===== config.mk =====
export PLATFORM = sky130hd
export DESIGN_NAME = bank_group_ctrl
export DESIGN_NICKNAME = d
export VERILOG_FILES = /design/src/rtl/bank_group_ctrl.sv
export SDC_FILE = /design/constraint.sdc
export NUM_CORES = 1
export LEC_CHECK = 0
export BUFFER_PORTS_ARGS = -buffer_cell sky130_fd_sc_hd__clkbuf_2
export CORE_MARGIN = 10
export CORE_UTILIZATION = 40
export DETAILED_ROUTE_END_ITERATION = 7
export PLACE_DENSITY = 0.68
export RECOVER_POWER = 50
export REMOVE_ABC_BUFFERS = 1
export SLEW_MARGIN = 10
export SYNTH_ARGS = -nofsm -noshare
export SYNTH_HDL_FRONTEND = slang
export SYNTH_SLANG_ARGS = --single-unit
export TNS_END_PERCENT = 20

===== constraint.sdc =====
create_clock -name clk -period 10.02 [get_ports clk]
set_input_delay 1.002 -clock clk [delete_from_list [all_inputs] [get_ports clk]]
set_output_delay 1.002 -clock clk [all_outputs]
set_load 0.05 [all_outputs]

===== src/rtl/bank_group_ctrl.sv =====
// Bank-group controller: per-bank ACT/PRE/REF state machines with group tCCD_L/tRRD_L spacing.
// Define BG_PERF_CNT_EN to enable the act_count/rdwr_count performance counters.
module bank_group_ctrl #(
  parameter int ADDRWIDTH     = 17,
  parameter int COLS          = 1024,
  parameter int CADDRWIDTH    = $clog2(COLS),
  parameter int BANKSPERGROUP = 4,
  parameter int BAWIDTH       = $clog2(BANKSPERGROUP),
  parameter int TRCD          = 4,
  parameter int TRAS          = 10,
  parameter int TRP           = 4,
  parameter int TRFC          = 20,
  parameter int TCCD_L        = 2,
  parameter int TRRD_L        = 2,
  parameter int CNTW          = 6
) (
  input  logic                       clk,
  input  logic                       reset_n,
  input  logic                       halt,
  input  logic                       cmd_valid,
  input  logic [2:0]                 cmd,
  input  logic [BAWIDTH-1:0]         ba,
  input  logic [ADDRWIDTH-1:0]       row,
  input  logic [CADDRWIDTH-1:0]      column,
  output logic                       cmd_accept,
  output logic                       cmd_err,
  output logic [3*BANKSPERGROUP-1:0] bank_state,
  output logic [ADDRWIDTH-1:0]       open_row,
  output logic                       rd_stb,
  output logic                       wr_stb,
  output logic [BAWIDTH-1:0]         rw_bank,
  output logic [ADDRWIDTH-1:0]       rw_row,
  output logic [CADDRWIDTH-1:0]      rw_col,
  output logic [31:0]                act_count,
  output logic [31:0]                rdwr_count
);

  typedef enum logic [2:0] {
    ST_IDLE   = 3'd0,
    ST_ACTING = 3'd1,
    ST_OPEN   = 3'd2,
    ST_PRECH  = 3'd3,
    ST_REFR   = 3'd4
  } bstate_t;

  localparam logic [2:0] OP_NOP  = 3'd0;
  localparam logic [2:0] OP_ACT  = 3'd1;
  localparam logic [2:0] OP_RD   = 3'd2;
  localparam logic [2:0] OP_WR   = 3'd3;
  localparam logic [2:0] OP_PRE  = 3'd4;
  localparam logic [2:0] OP_PREA = 3'd5;
  localparam logic [2:0] OP_REF  = 3'd6;

  localparam logic [CNTW-1:0] TRCD_LD = CNTW'((TRCD   > 1) ? TRCD   - 1 : 0);
  localparam logic [CNTW-1:0] TRAS_LD = CNTW'((TRAS   > 1) ? TRAS   - 1 : 0);
  localparam logic [CNTW-1:0] TRP_LD  = CNTW'((TRP    > 1) ? TRP    - 1 : 0);
  localparam logic [CNTW-1:0] TRFC_LD = CNTW'((TRFC   > 1) ? TRFC   - 1 : 0);
  localparam logic [CNTW-1:0] TCCD_LD = CNTW'((TCCD_L > 1) ? TCCD_L - 1 : 0);
  localparam logic [CNTW-1:0] TRRD_LD = CNTW'((TRRD_L > 1) ? TRRD_L - 1 : 0);

  function automatic logic [CNTW-1:0] dec_sat(input logic [CNTW-1:0] v);
    return (v == '0) ? v : v - CNTW'(1);
  endfunction

  bstate_t                st_q     [BANKSPERGROUP];
  bstate_t                st_d     [BANKSPERGROUP];
  logic [CNTW-1:0]        tcnt_q   [BANKSPERGROUP];
  logic [CNTW-1:0]        tcnt_d   [BANKSPERGROUP];
  logic [CNTW-1:0]        rascnt_q [BANKSPERGROUP];
  logic [CNTW-1:0]        rascnt_d [BANKSPERGROUP];
  logic [ADDRWIDTH-1:0]   row_q    [BANKSPERGROUP];
  logic [CNTW-1:0]        ccd_q, ccd_d, rrd_q, rrd_d;
  bstate_t                sel_st;
  logic                   legal, cmd_active, all_idle, prea_ok;
  logic                   rd_stb_p1, wr_stb_p1;
  logic [BAWIDTH-1:0]     rw_bank_p1;
  logic [ADDRWIDTH-1:0]   rw_row_p1;
  logic [CADDRWIDTH-1:0]  rw_col_p1;

  always_comb begin
    sel_st   = st_q[ba];
    all_idle = 1'b1;
    prea_ok  = 1'b1;
    for (int i = 0; i < BANKSPERGROUP; i++) begin
      if (st_q[i] != ST_IDLE) all_idle = 1'b0;
      if (st_q[i] == ST_OPEN && rascnt_q[i] != '0) prea_ok = 1'b0;
    end
    legal = 1'b0;
    case (cmd)
      OP_ACT:       legal = (sel_st == ST_IDLE) && (rrd_q == '0);
      OP_RD, OP_WR: legal = (sel_st == ST_OPEN) && (ccd_q == '0);
      OP_PRE:       legal = (sel_st == ST_IDLE) ||
                            ((sel_st == ST_OPEN) && (rascnt_q[ba] == '0));
      OP_PREA:      legal = prea_ok;
      OP_REF:       legal = all_idle;
      default:      legal = 1'b0;
    endcase
    cmd_active = cmd_valid && !halt && (cmd != OP_NOP);
    cmd_accept = cmd_active && legal;
    cmd_err    = cmd_active && !legal;
    open_row   = (sel_st == ST_OPEN) ? row_q[ba] : '0;
  end

  // Next state: timers expire one cycle early so the new state is visible at N+tX.
  always_comb begin
    st_d     = st_q;
    tcnt_d   = tcnt_q;
    rascnt_d = rascnt_q;
    ccd_d    = ccd_q;
    rrd_d    = rrd_q;
    if (!halt) begin
      ccd_d = dec_sat(ccd_q);
      rrd_d = dec_sat(rrd_q);
      for (int i = 0; i < BANKSPERGROUP; i++) begin
        tcnt_d[i] = dec_sat(tcnt_q[i]);
        case (st_q[i])
          ST_ACTING: begin
            rascnt_d[i] = dec_sat(rascnt_q[i]);
            if (tcnt_q[i] <= CNTW'(1)) st_d[i] = ST_OPEN;
          end
          ST_OPEN:  rascnt_d[i] = dec_sat(rascnt_q[i]);
          ST_PRECH,
          ST_REFR:  if (tcnt_q[i] <= CNTW'(1)) st_d[i] = ST_IDLE;
          default:  ;
        endcase
      end
    end
    if (cmd_accept) begin
      case (cmd)
        OP_ACT: begin
          st_d[ba]     = ST_ACTING;
          tcnt_d[ba]   = TRCD_LD;
          rascnt_d[ba] = TRAS_LD;
          rrd_d        = TRRD_LD;
        end
        OP_RD, OP_WR: ccd_d = TCCD_LD;
        OP_PRE: begin
          if (sel_st == ST_OPEN) begin
            st_d[ba]   = ST_PRECH;
            tcnt_d[ba] = TRP_LD;
          end
        end
        OP_PREA: begin
          for (int i = 0; i < BANKSPERGROUP; i++) begin
            if (st_q[i] == ST_OPEN) begin
              st_d[i]   = ST_PRECH;
              tcnt_d[i] = TRP_LD;
            end
          end
        end
        OP_REF: begin
          for (int i = 0; i < BANKSPERGROUP; i++) begin
            st_d[i]   = ST_REFR;
            tcnt_d[i] = TRFC_LD;
          end
        end
        default: ;
      endcase
    end
  end

  always_ff @(posedge clk) begin
    if (!reset_n) begin
      for (int i = 0; i < BANKSPERGROUP; i++) begin
        st_q[i]     <= ST_IDLE;
        tcnt_q[i]   <= '0;
        rascnt_q[i] <= '0;
      end
      ccd_q <= '0;
      rrd_q <= '0;
    end else begin
      st_q     <= st_d;
      tcnt_q   <= tcnt_d;
      rascnt_q <= rascnt_d;
      ccd_q    <= ccd_d;
      rrd_q    <= rrd_d;
    end
  end

  always_ff @(posedge clk) begin
    if (cmd_accept && cmd == OP_ACT) row_q[ba] <= row;
  end

  // Stage p1: strobe register toward the bank data-path model.
  always_ff @(posedge clk) begin
    if (!reset_n) begin
      rd_stb_p1  <= 1'b0;
      wr_stb_p1  <= 1'b0;
      rw_bank_p1 <= '0;
      rw_row_p1  <= '0;
      rw_col_p1  <= '0;
    end else begin
      rd_stb_p1 <= cmd_accept && (cmd == OP_RD);
      wr_stb_p1 <= cmd_accept && (cmd == OP_WR);
      if (cmd_accept && (cmd == OP_RD || cmd == OP_WR)) begin
        rw_bank_p1 <= ba;
        rw_row_p1  <= row_q[ba];
        rw_col_p1  <= column;
      end
    end
  end

  assign rd_stb  = rd_stb_p1;
  assign wr_stb  = wr_stb_p1;
  assign rw_bank = rw_bank_p1;
  assign rw_row  = rw_row_p1;
  assign rw_col  = rw_col_p1;

  always_comb begin
    bank_state = '0;
    for (int i = 0; i < BANKSPERGROUP; i++) bank_state[3*i +: 3] = st_q[i];
  end

`ifdef BG_PERF_CNT_EN
  logic [31:0] act_cnt_q, rdwr_cnt_q;

  always_ff @(posedge clk) begin
    if (!reset_n) begin
      act_cnt_q  <= '0;
      rdwr_cnt_q <= '0;
    end else if (cmd_accept) begin
      if (cmd == OP_ACT)                  act_cnt_q  <= act_cnt_q + 32'd1;
      if (cmd == OP_RD || cmd == OP_WR)   rdwr_cnt_q <= rdwr_cnt_q + 32'd1;
    end
  end

  assign act_count  = act_cnt_q;
  assign rdwr_count = rdwr_cnt_q;
`else
  assign act_count  = '0;
  assign rdwr_count = '0;
`endif

endmodule

==> results.cfg, run 1 <==
[run_status]
status = finished, violations left
violations = capacitance limit, slew limit

[timing]
slew_headroom_pct = -57.9
final_max_slew_viol_count = 207
tightest_slew_ps = 2370
hold_viol_final = 0
setup_viol = 0
final.min_clock_period_ps = 6090
setup_tns_ps = 0
finalCritPeriodShare_pct = 60.8
grt_setup_unrepaired = no
fin_skew_ps = 14.6
fmaxAchievable_mhz = 164

[routing]
route.met3.wl_um = 1730
avgViaCountPerCell = 5.28
topRoutingLayerUsed = met4
drt_iter0_drc = 469
drt-total-wl_um = 20800
routed-wl-met2_um = 9990
antenna_left = 0
num_vias = 6430
wire_per_inst_um = 17.0
met1_length_um = 8810
first_pass_iters = 6
drc = 0

[yosys]
syn_avg_cell_area_um2 = 10.1
synth.top_cell.area_share_pct = 24.0
synthSimpleGateAreaFrac_pct = 17.4
synth-xor-area-share_pct = 3.57
synth_cell_type_count = 66
muxShareOfSynthArea_pct = 6.05
synth_top_family_by_area = simple AND/OR/NAND/NOR gates
seq_area_frac_synth_pct = 47.8
syn-cell-area_mm2 = 0.00858
ys_top_cells_by_area = dfxtp_1 (24%), edfxtp_1 (24%), buf_4 (5.6%)
synth_compound_area_share_pct = 13.0
synthFlopType = dfxtp_1
yosysWarnings = 0
ys_ff_latch = 171
netlist_instances = 848
yosys.area_share.adder_pct = 2.92
synth_area_leader_cell = dfxtp_1
synthArstFlopShare_pct = 0
synth_edf_count = 68

[setup_path]
crit_buf_inv = 2
crit_type = in2reg
cp_common_cell = clkbuf_1
critical_path_required_ps = 10340
crit_slowest_cell = clkbuf_1
cp_top_family = buffers and inverters
cp_cell_sequence = clkbuf_1 > mux4_2 > nor2_1 > a32oi_1 > o41ai_1 > a31oi_4 > clkbuf_1 > nor3_1 > o21a_1
startpoint_type = input pin
crit_fanout = 49
rr_worst_depth = 9
crit_cells = 9
arrival_ps = 6410
end_kind = flop
cpPeakStageDelay_ps = 1720

[place]
dp_hpwl_um = 13900
port_buffers = 97
globalplace.congestion = 0.847
dpl_cell_area_mm2 = 0.00906
placed_cells = 1186

[global_route]
grt.overflow.total = 0
grt.total_usage_pct = 14.3
antenna_found_initial = 0
grt_pass1_vias = 6208
grt_max_degree = 57
grt_pass1_wl_um = 32600

[die]
die-area_mm2 = 0.0277
io_pins = 162
row_count = 53
coreArea_mm2 = 0.0211
start_util_pct = 40.7
die_h_um = 166
fp.dieW_um = 166

[clock_tree]
clk_pin_slew_ps = 70
cts_tree = built
cts_sinks = 171
clock_latency_ps = 430
cts_resized = 0
h-tree-depth = 4
clockBufferDepth = 2
postCtsSetupRepairBufs = 0
numCtsBuffers = 17
hold_buffers = 0
cts-root-buf = clkbuf_16

[layout]
fin_area_mm2 = 0.00952
nets = 986
fin_cells = 1218
layout_common_cells = dfxtp_1 (103), edfxtp_1 (68), clkbuf_1 (65), conb_1 (64), a21oi_1 (63)
final_common_cell = dfxtp_1
syn2layout_area_growth_pct = 10.9
utilization_pct = 45.1
diodes = 0
drive_gt1_share_pct = 12.1
fill_cells = 2022

[power_and_ir_drop]
p_leak_nw = 3.44
power_density_mw_per_mm2 = 220
total_power_mw = 2.10
ir_drop_mv = 0.144

[min_path]
min_path_type = reg2reg
holdPathStages = 2

[flow_run]
cap_viol_max_count = 5
[synth_stat cells, types with 5 or more instances]
| cell type | number |
|---|---|
| and2_1 | 5 |
| edfxtp_1 | 68 |
| dfxtp_1 | 103 |
| clkbuf_1 | 30 |
| ha_1 | 20 |
| nor3_1 | 47 |
| buf_6 | 5 |
| nor3_4 | 5 |
| nor4_1 | 20 |
| nand3_1 | 33 |
| o21ai_1 | 7 |
| inv_1 | 27 |
| mux2i_1 | 8 |
| mux4_2 | 19 |
| or3_1 | 6 |
| and3_1 | 19 |
| nor2b_1 | 14 |
| xnor2_1 | 26 |
| a21oi_1 | 63 |
| nand2b_1 | 6 |
| nand2_1 | 44 |
| xor2_1 | 9 |
| o21ai_0 | 45 |
| buf_4 | 64 |
| a211oi_1 | 5 |
| o21a_1 | 18 |
| nor2_1 | 63 |
[power breakdown]
part	switching (mW)	total (mW)	internal, mW	leakage, nW
Combinational	0.348	0.570	0.222	1.69
Clock	0.309	0.667	0.359	0.293
Sequential	0.0658	0.859	0.793	1.45
Total	0.722	2.10	1.37	3.44
[path summary, 6_finish.rpt]
kind / start / to / slack, ps
worst max-delay path: ba[0] / tcnt_q[13] / 3930
worst min-delay path: rw_col[2] / rw_col[2] / 470
worst max register to register: rascnt_q[20] / tcnt_q[22] / 5210
worst min register to register: rw_col[2] / rw_col[2] / 470
[stage by stage]
step | setup WS, ps | hold WS (ps)
2_1_floorplan | 4870 | 481
3_3_place_gp | 5500 | 457
3_5_place_dp | 5510 | 468
4_1_cts | 5490 | 477
5_1_grt | 3330 | 501
6_report | 3930 | 474
[per-layer routing]
layer / global-route usage (%) / up-vias
met2: 23.4 / 251
met4: 4.73 / 0
met3: 4.10 / 15
li1: - / 3116
met1: 17.7 / 3048
met5: 0 / -
[cells by family after synthesis]
| logic type | Yosys count |
|---|---|
| other | 1 |
| AO/OA/AOI/OAI | 178 |
| AND/OR/NAND/NOR | 281 |
| multiplexers | 28 |
| buffers and inverters | 134 |
| adder cells (fa/ha/maj) | 20 |
| flip-flops | 171 |
| XOR/XNOR | 35 |
[flip-flops by register name, indices dropped and copies added (netlist names)]
name,cells
rw_row,17
rw_col,10
wr_stb,1
tcnt_q,24
rrd_q,6
rd_stb,1
rascnt_q,24
row_q,68
ccd_q,6
bank_state,12
rw_bank,2
[worst min-delay path, delay by kind of cell, from the launching register on]
kind | cells | cell delay [ps]
DFF | 1 | 310
AOI/OAI and AO/OA | 2 | 120
[layout make-up]
| class | count | area [um2] | share of cell area (%) |
|---|---|---|---|
| Sequential cell | 171 | 4100 | 43.1 |
| Multi-Input combinational cell | 606 | 3880 | 40.8 |
| Timing Repair Buffer | 106 | 468 | 4.92 |
| Clock buffer | 18 | 429 | 4.51 |
| Tap cell | 275 | 344 | 3.62 |
| Clock inverter | 14 | 185 | 1.95 |
| Inverter | 28 | 105 | 1.10 |
(Power assumes the default switching activity.)
==> inputs of run 2 (changes only) <==
--- a/config.mk
+++ b/config.mk
@@ -9,7 +9,7 @@
 export CORE_MARGIN = 10
 export CORE_UTILIZATION = 40
 export DETAILED_ROUTE_END_ITERATION = 7
-export PLACE_DENSITY = 0.68
+export PLACE_DENSITY = 0.7
 export RECOVER_POWER = 50
 export REMOVE_ABC_BUFFERS = 1
 export SLEW_MARGIN = 10
==> constraint.sdc (replaced) <==
create_clock -name clk -period 5 [get_ports clk]
set_input_delay 0.5 -clock clk [delete_from_list [all_inputs] [get_ports clk]]
set_output_delay 0.5 -clock clk [all_outputs]
set_load 0.05 [all_outputs]
==> run 2 against run 1 <==
The flow still finishes with violations (capacitance limit, slew limit); core utilization is 0.23 points lower; sequential share of layout area is 0.22 points higher; clock skew is 1.7 ps lower; first-iteration DRC count is 12% lower; non-clock buffer count is 2 higher; routed wire length is 1.7% higher; critical path type is now reg2out.
==> results.cfg, run 2 (same netlist as run 1, synthesis figures left out) <==
[run_status]
status = finished, violations left
violations = capacitance limit, slew limit

[clock_tree]
clk_pin_slew_ps = 70
postCtsSetupRepairBufs = 0
clockBufferDepth = 2
hold_buffers = 0
cts_tree = built
clock_latency_ps = 430
cts-root-buf = clkbuf_16
cts_resized = 0
h-tree-depth = 4
numCtsBuffers = 17
cts_sinks = 171

[place]
globalplace.congestion = 0.852
pre_cts_slack_ps = 1460
dpl_cell_area_mm2 = 0.00908
dp_hpwl_um = 14900
placed_cells = 1188
port_buffers = 97

[min_path]
min_path_type = in2reg

[power_and_ir_drop]
power_density_mw_per_mm2 = 438
total_power_mw = 4.15
ir_drop_mv = 0.226
p_leak_nw = 3.42

[global_route]
grt_max_degree = 57
antenna_found_initial = 2
grt_pass1_vias = 6258
grt.total_usage_pct = 14.7
grt_pass1_wl_um = 33500
grt.overflow.total = 0

[timing]
slew_headroom_pct = -28.1
finalCritPeriodShare_pct = 76.8
finalWorstSetupSlack_ps = 1160
grt_setup_unrepaired = no
hold_viol_final = 0
setup_tns_ps = 0
final_max_slew_viol_count = 92
tightest_slew_ps = 1920
fmaxAchievable_mhz = 260
setup_viol = 0
whs_ps = 294
final.min_clock_period_ps = 3840
fin_skew_ps = 12.9

[routing]
avgViaCountPerCell = 5.32
antenna_left = 0
wire_per_inst_um = 17.3
drt-total-wl_um = 21100
drc = 0
first_pass_iters = 5
num_vias = 6497
drt_iter0_drc = 413

[layout]
fin_area_mm2 = 0.00947
layout_common_cells = dfxtp_1 (103), clkbuf_1 (68), edfxtp_1 (68), conb_1 (64), a21oi_1 (63)
top_register = row_q
drive_gt1_share_pct = 11.6
fin_cells = 1222
nets = 988
syn2layout_area_growth_pct = 10.4
top_regs = row_q x68, rascnt_q x24, tcnt_q x24
largest_reg_flops = 68
utilization_pct = 44.9
final_common_cell = dfxtp_1

[die]
start_util_pct = 40.7
die_h_um = 166
io_pins = 162
row_count = 53
coreArea_mm2 = 0.0211
fp.dieW_um = 166
die-area_mm2 = 0.0277

[setup_path]
crit_type = reg2out
end_kind = output port
crit_fanout = 17
startpoint_type = flop
arrival_ps = 3340
critical_path_required_ps = 4500

[flow_run]
cap_viol_max_count = 2
run 2: changes by cell type in the layout (fill, tap and decap cells not counted), moves of 2 or more:
cell | previous run | this run
o21ai_0 | 51 | 45
o21ai_1 | 1 | 7
buf_4 | 7 | 11
clkbuf_2 | 35 | 31
clkinv_8 | 5 | 1
clkbuf_1 | 65 | 68
inv_6 | 2 | 5
clkinv_4 | 3 | 1
diode_2 | 0 | 2
inv_8 | 2 | 4
nor3_1 | 51 | 53
nor3_2 | 2 | 0
run 2: worst paths after layout:
kind,cells past startpoint,start,slack (ps),to
max reg2reg,8,rascnt_q[20],1550,row_q[0][16]
min,3,column[5],290,rw_col[5]
min reg2reg,2,rw_col[6],470,rw_col[6]
max,7,rascnt_q[20],1160,cmd_accept
run 2: report_power, final:
group	internal [mW]	switching (mW)	leakage [nW]
Clock	0.660	0.596	0.271
Combinational	0.448	0.717	1.70
Sequential	1.59	0.135	1.45
run 2: routing by layer:
layer	part of all wire, %	vias to the layer above	GRT usage [%]	wire [um]
met2	48	235	24.0	10200
met5	0	-	0	0
met4	2.1	0	5.61	440
li1	-	3109	-	-
met3	7.5	28	4.24	1590
met1	42	3125	18.0	8880
run 2: cell type report:
type | instances | area, um2
multi-input combinational | 606 | 3870
antenna | 2 | 5.00
sequential | 171 | 4100
clock buffer | 19 | 433
fill | 2049 | 11600
tap | 275 | 344
inverter | 28 | 105
timing repair buffer | 108 | 485
clock inverter | 13 | 125
run 2: worst max-delay path, cell delays in order, from the launching register on:
cell      delay, ps
dfxtp_1         340
or4_1           580
nor4_1          220
a311oi_1        100
o41ai_1         670
a31oi_4         280
inv_2           350
clkbuf_2        350
==> inputs of run 3 (changes only) <==
--- a/config.mk
+++ b/config.mk
@@ -9,7 +9,7 @@
 export CORE_MARGIN = 10
 export CORE_UTILIZATION = 40
 export DETAILED_ROUTE_END_ITERATION = 7
-export PLACE_DENSITY = 0.7
+export PLACE_DENSITY = 0.68
 export RECOVER_POWER = 50
 export REMOVE_ABC_BUFFERS = 1
 export SLEW_MARGIN = 10
==> constraint.sdc (replaced) <==
create_clock -name clk -period 3.8 [get_ports clk]
set_input_delay 0.38 -clock clk [delete_from_list [all_inputs] [get_ports clk]]
set_output_delay 0.38 -clock clk [all_outputs]
set_load 0.05 [all_outputs]
==> run 3 against run 2 <==
The flow now finishes without violations; sequential cell count stayed put; via count is 1.7% lower; die area stayed put; clock skew hardly changed; clock-buffer cell count stayed put; combinational power is 32% higher; core utilization is 0.50 points higher.
==> results.cfg, run 3 (same netlist as run 1, synthesis figures left out) <==
[timing]
setup_tns_ps = 0
tightest_slew_ps = 860
fmaxAchievable_mhz = 291
hold_viol_final = 0
fin_skew_ps = 12.9
grt_setup_unrepaired = no
whs_ps = 183
slew_headroom_pct = 42.5
setup_viol = 0
finalCritPeriodShare_pct = 90.5
final_max_slew_viol_count = 0
final.min_clock_period_ps = 3440

[setup_path]
cp_cell_sequence = or4_1 > nor4_1 > a311oi_1 > o41ai_2 > a31oi_4 > inv_2 > clkbuf_2
rr_worst_depth = 8
critical_path_required_ps = 3420
crit_fanout = 10
r2r_start = rascnt_q[20]
crit_slowest_cell = or4_1
crit_type = reg2out
end_kind = output port
startpoint_type = flop
cpPeakStageDelay_ps = 570
crit_path_start = rascnt_q[20]
rrSetupSlack_ps = 530
arrival_ps = 3060
reg2reg_to = rascnt_q[3]

[clock_tree]
clk_pin_slew_ps = 70
h-tree-depth = 4
cts_sinks = 171
hold_buffers = 0
cts_tree = built
clock_latency_ps = 430
cts-root-buf = clkbuf_16
clockBufferDepth = 2
cts_resized = 0
postCtsSetupRepairBufs = 0
numCtsBuffers = 17

[layout]
top_register = row_q
largest_reg_flops = 68
fin_area_mm2 = 0.00958
drive_gt1_share_pct = 11.4
diodes = 0
fin_cells = 1223
top_regs = row_q x68, rascnt_q x24, tcnt_q x24
syn2layout_area_growth_pct = 11.6
layout_common_cells = dfxtp_1 (103), clkbuf_1 (80), edfxtp_1 (68), conb_1 (64), a21oi_1 (63)
nets = 991
final_common_cell = dfxtp_1

[power_and_ir_drop]
ir_drop_mv = 0.319
power_density_mw_per_mm2 = 582
p_leak_nw = 3.43

[flow_run]
cap_viol_max_count = 0

[global_route]
grt_pass1_vias = 6286
grt_max_degree = 41
antenna_found_initial = 0
grt_pass1_wl_um = 33800
grt.total_usage_pct = 14.7
grt.overflow.total = 0

[place]
globalplace.congestion = 0.879
dpl_cell_area_mm2 = 0.00910
dp_hpwl_um = 14700
port_buffers = 97
placed_cells = 1191

[die]
io_pins = 162
row_count = 53
die-area_mm2 = 0.0277
fp.dieW_um = 166
die_h_um = 166
start_util_pct = 40.7
coreArea_mm2 = 0.0211

[min_path]
holdPathStages = 3
min_to = rw_col[6]
worstHoldStart = column[6]
min_path_type = in2reg

[routing]
first_pass_iters = 5
drt-total-wl_um = 20900
drc = 0
num_vias = 6385
drt_iter0_drc = 506
wire_per_inst_um = 17.1
avgViaCountPerCell = 5.22
antenna_left = 0

[run_status]
status = completed
==> run 3: layout make-up <==
| cell class | instances | area (um2) |
|---|---|---|
| sequential | 171 | 4100 |
| tap | 275 | 344 |
| inverter | 28 | 105 |
| timing repair buffer | 111 | 490 |
| clock buffer | 19 | 433 |
| fill | 2003 | 11500 |
| clock inverter | 13 | 174 |
| multi-input combinational | 606 | 3930 |
==> run 3: layer usage <==
metal / global-route usage (%) / up-vias / wire [um]
met5: 0 / - / 0
met4: 3.97 / 0 / 238
met3: 4.57 / 18 / 1480
met2: 24.2 / 194 / 10000
met1: 18.3 / 3065 / 9150
li1: - / 3108 / -
==> run 3: how the worst max path moves through the flow <==
| stage | cells after the start | to | slack, ps |
|---|---|---|---|
| after CTS | 7 | cmd_accept | 440 |
| after detailed placement | 8 | bank_state[9] | 710 |
| after global routing | 7 | cmd_accept | 260 |
| final | 7 | cmd_accept | 360 |
| after floorplan | 6 | row_q[0][0] | -720 |
| after global placement | 8 | bank_state[6] | 750 |
==> run 3: stage by stage <==
step | setup WS, ps | power (mW) | utilization (%)
floorplan | -724 | 3.51 | -
finish | 362 | 5.57 | 45.4
global placement | 750 | 3.81 | 43.1
CTS | 435 | 5.60 | 46.0
detailed placement | 710 | 3.83 | 43.1
global route | 262 | 5.92 | 45.4
==> run 3: power by group <==
part | total (mW) | switching [mW] | internal, mW
Combinational | 1.53 | 0.936 | 0.593
Clock | 1.78 | 0.778 | 0.998
Sequential | 2.27 | 0.173 | 2.09
Total | 5.57 | 1.89 | 3.68
==> run 3: critical path, delay by kind of cell (launching register included) <==
kind,cells,cell delay (ps)
AOI/OAI and AO/OA,3,870
buffers and inverters,2,590
DFF,1,350
and+or+nand+nor,2,820
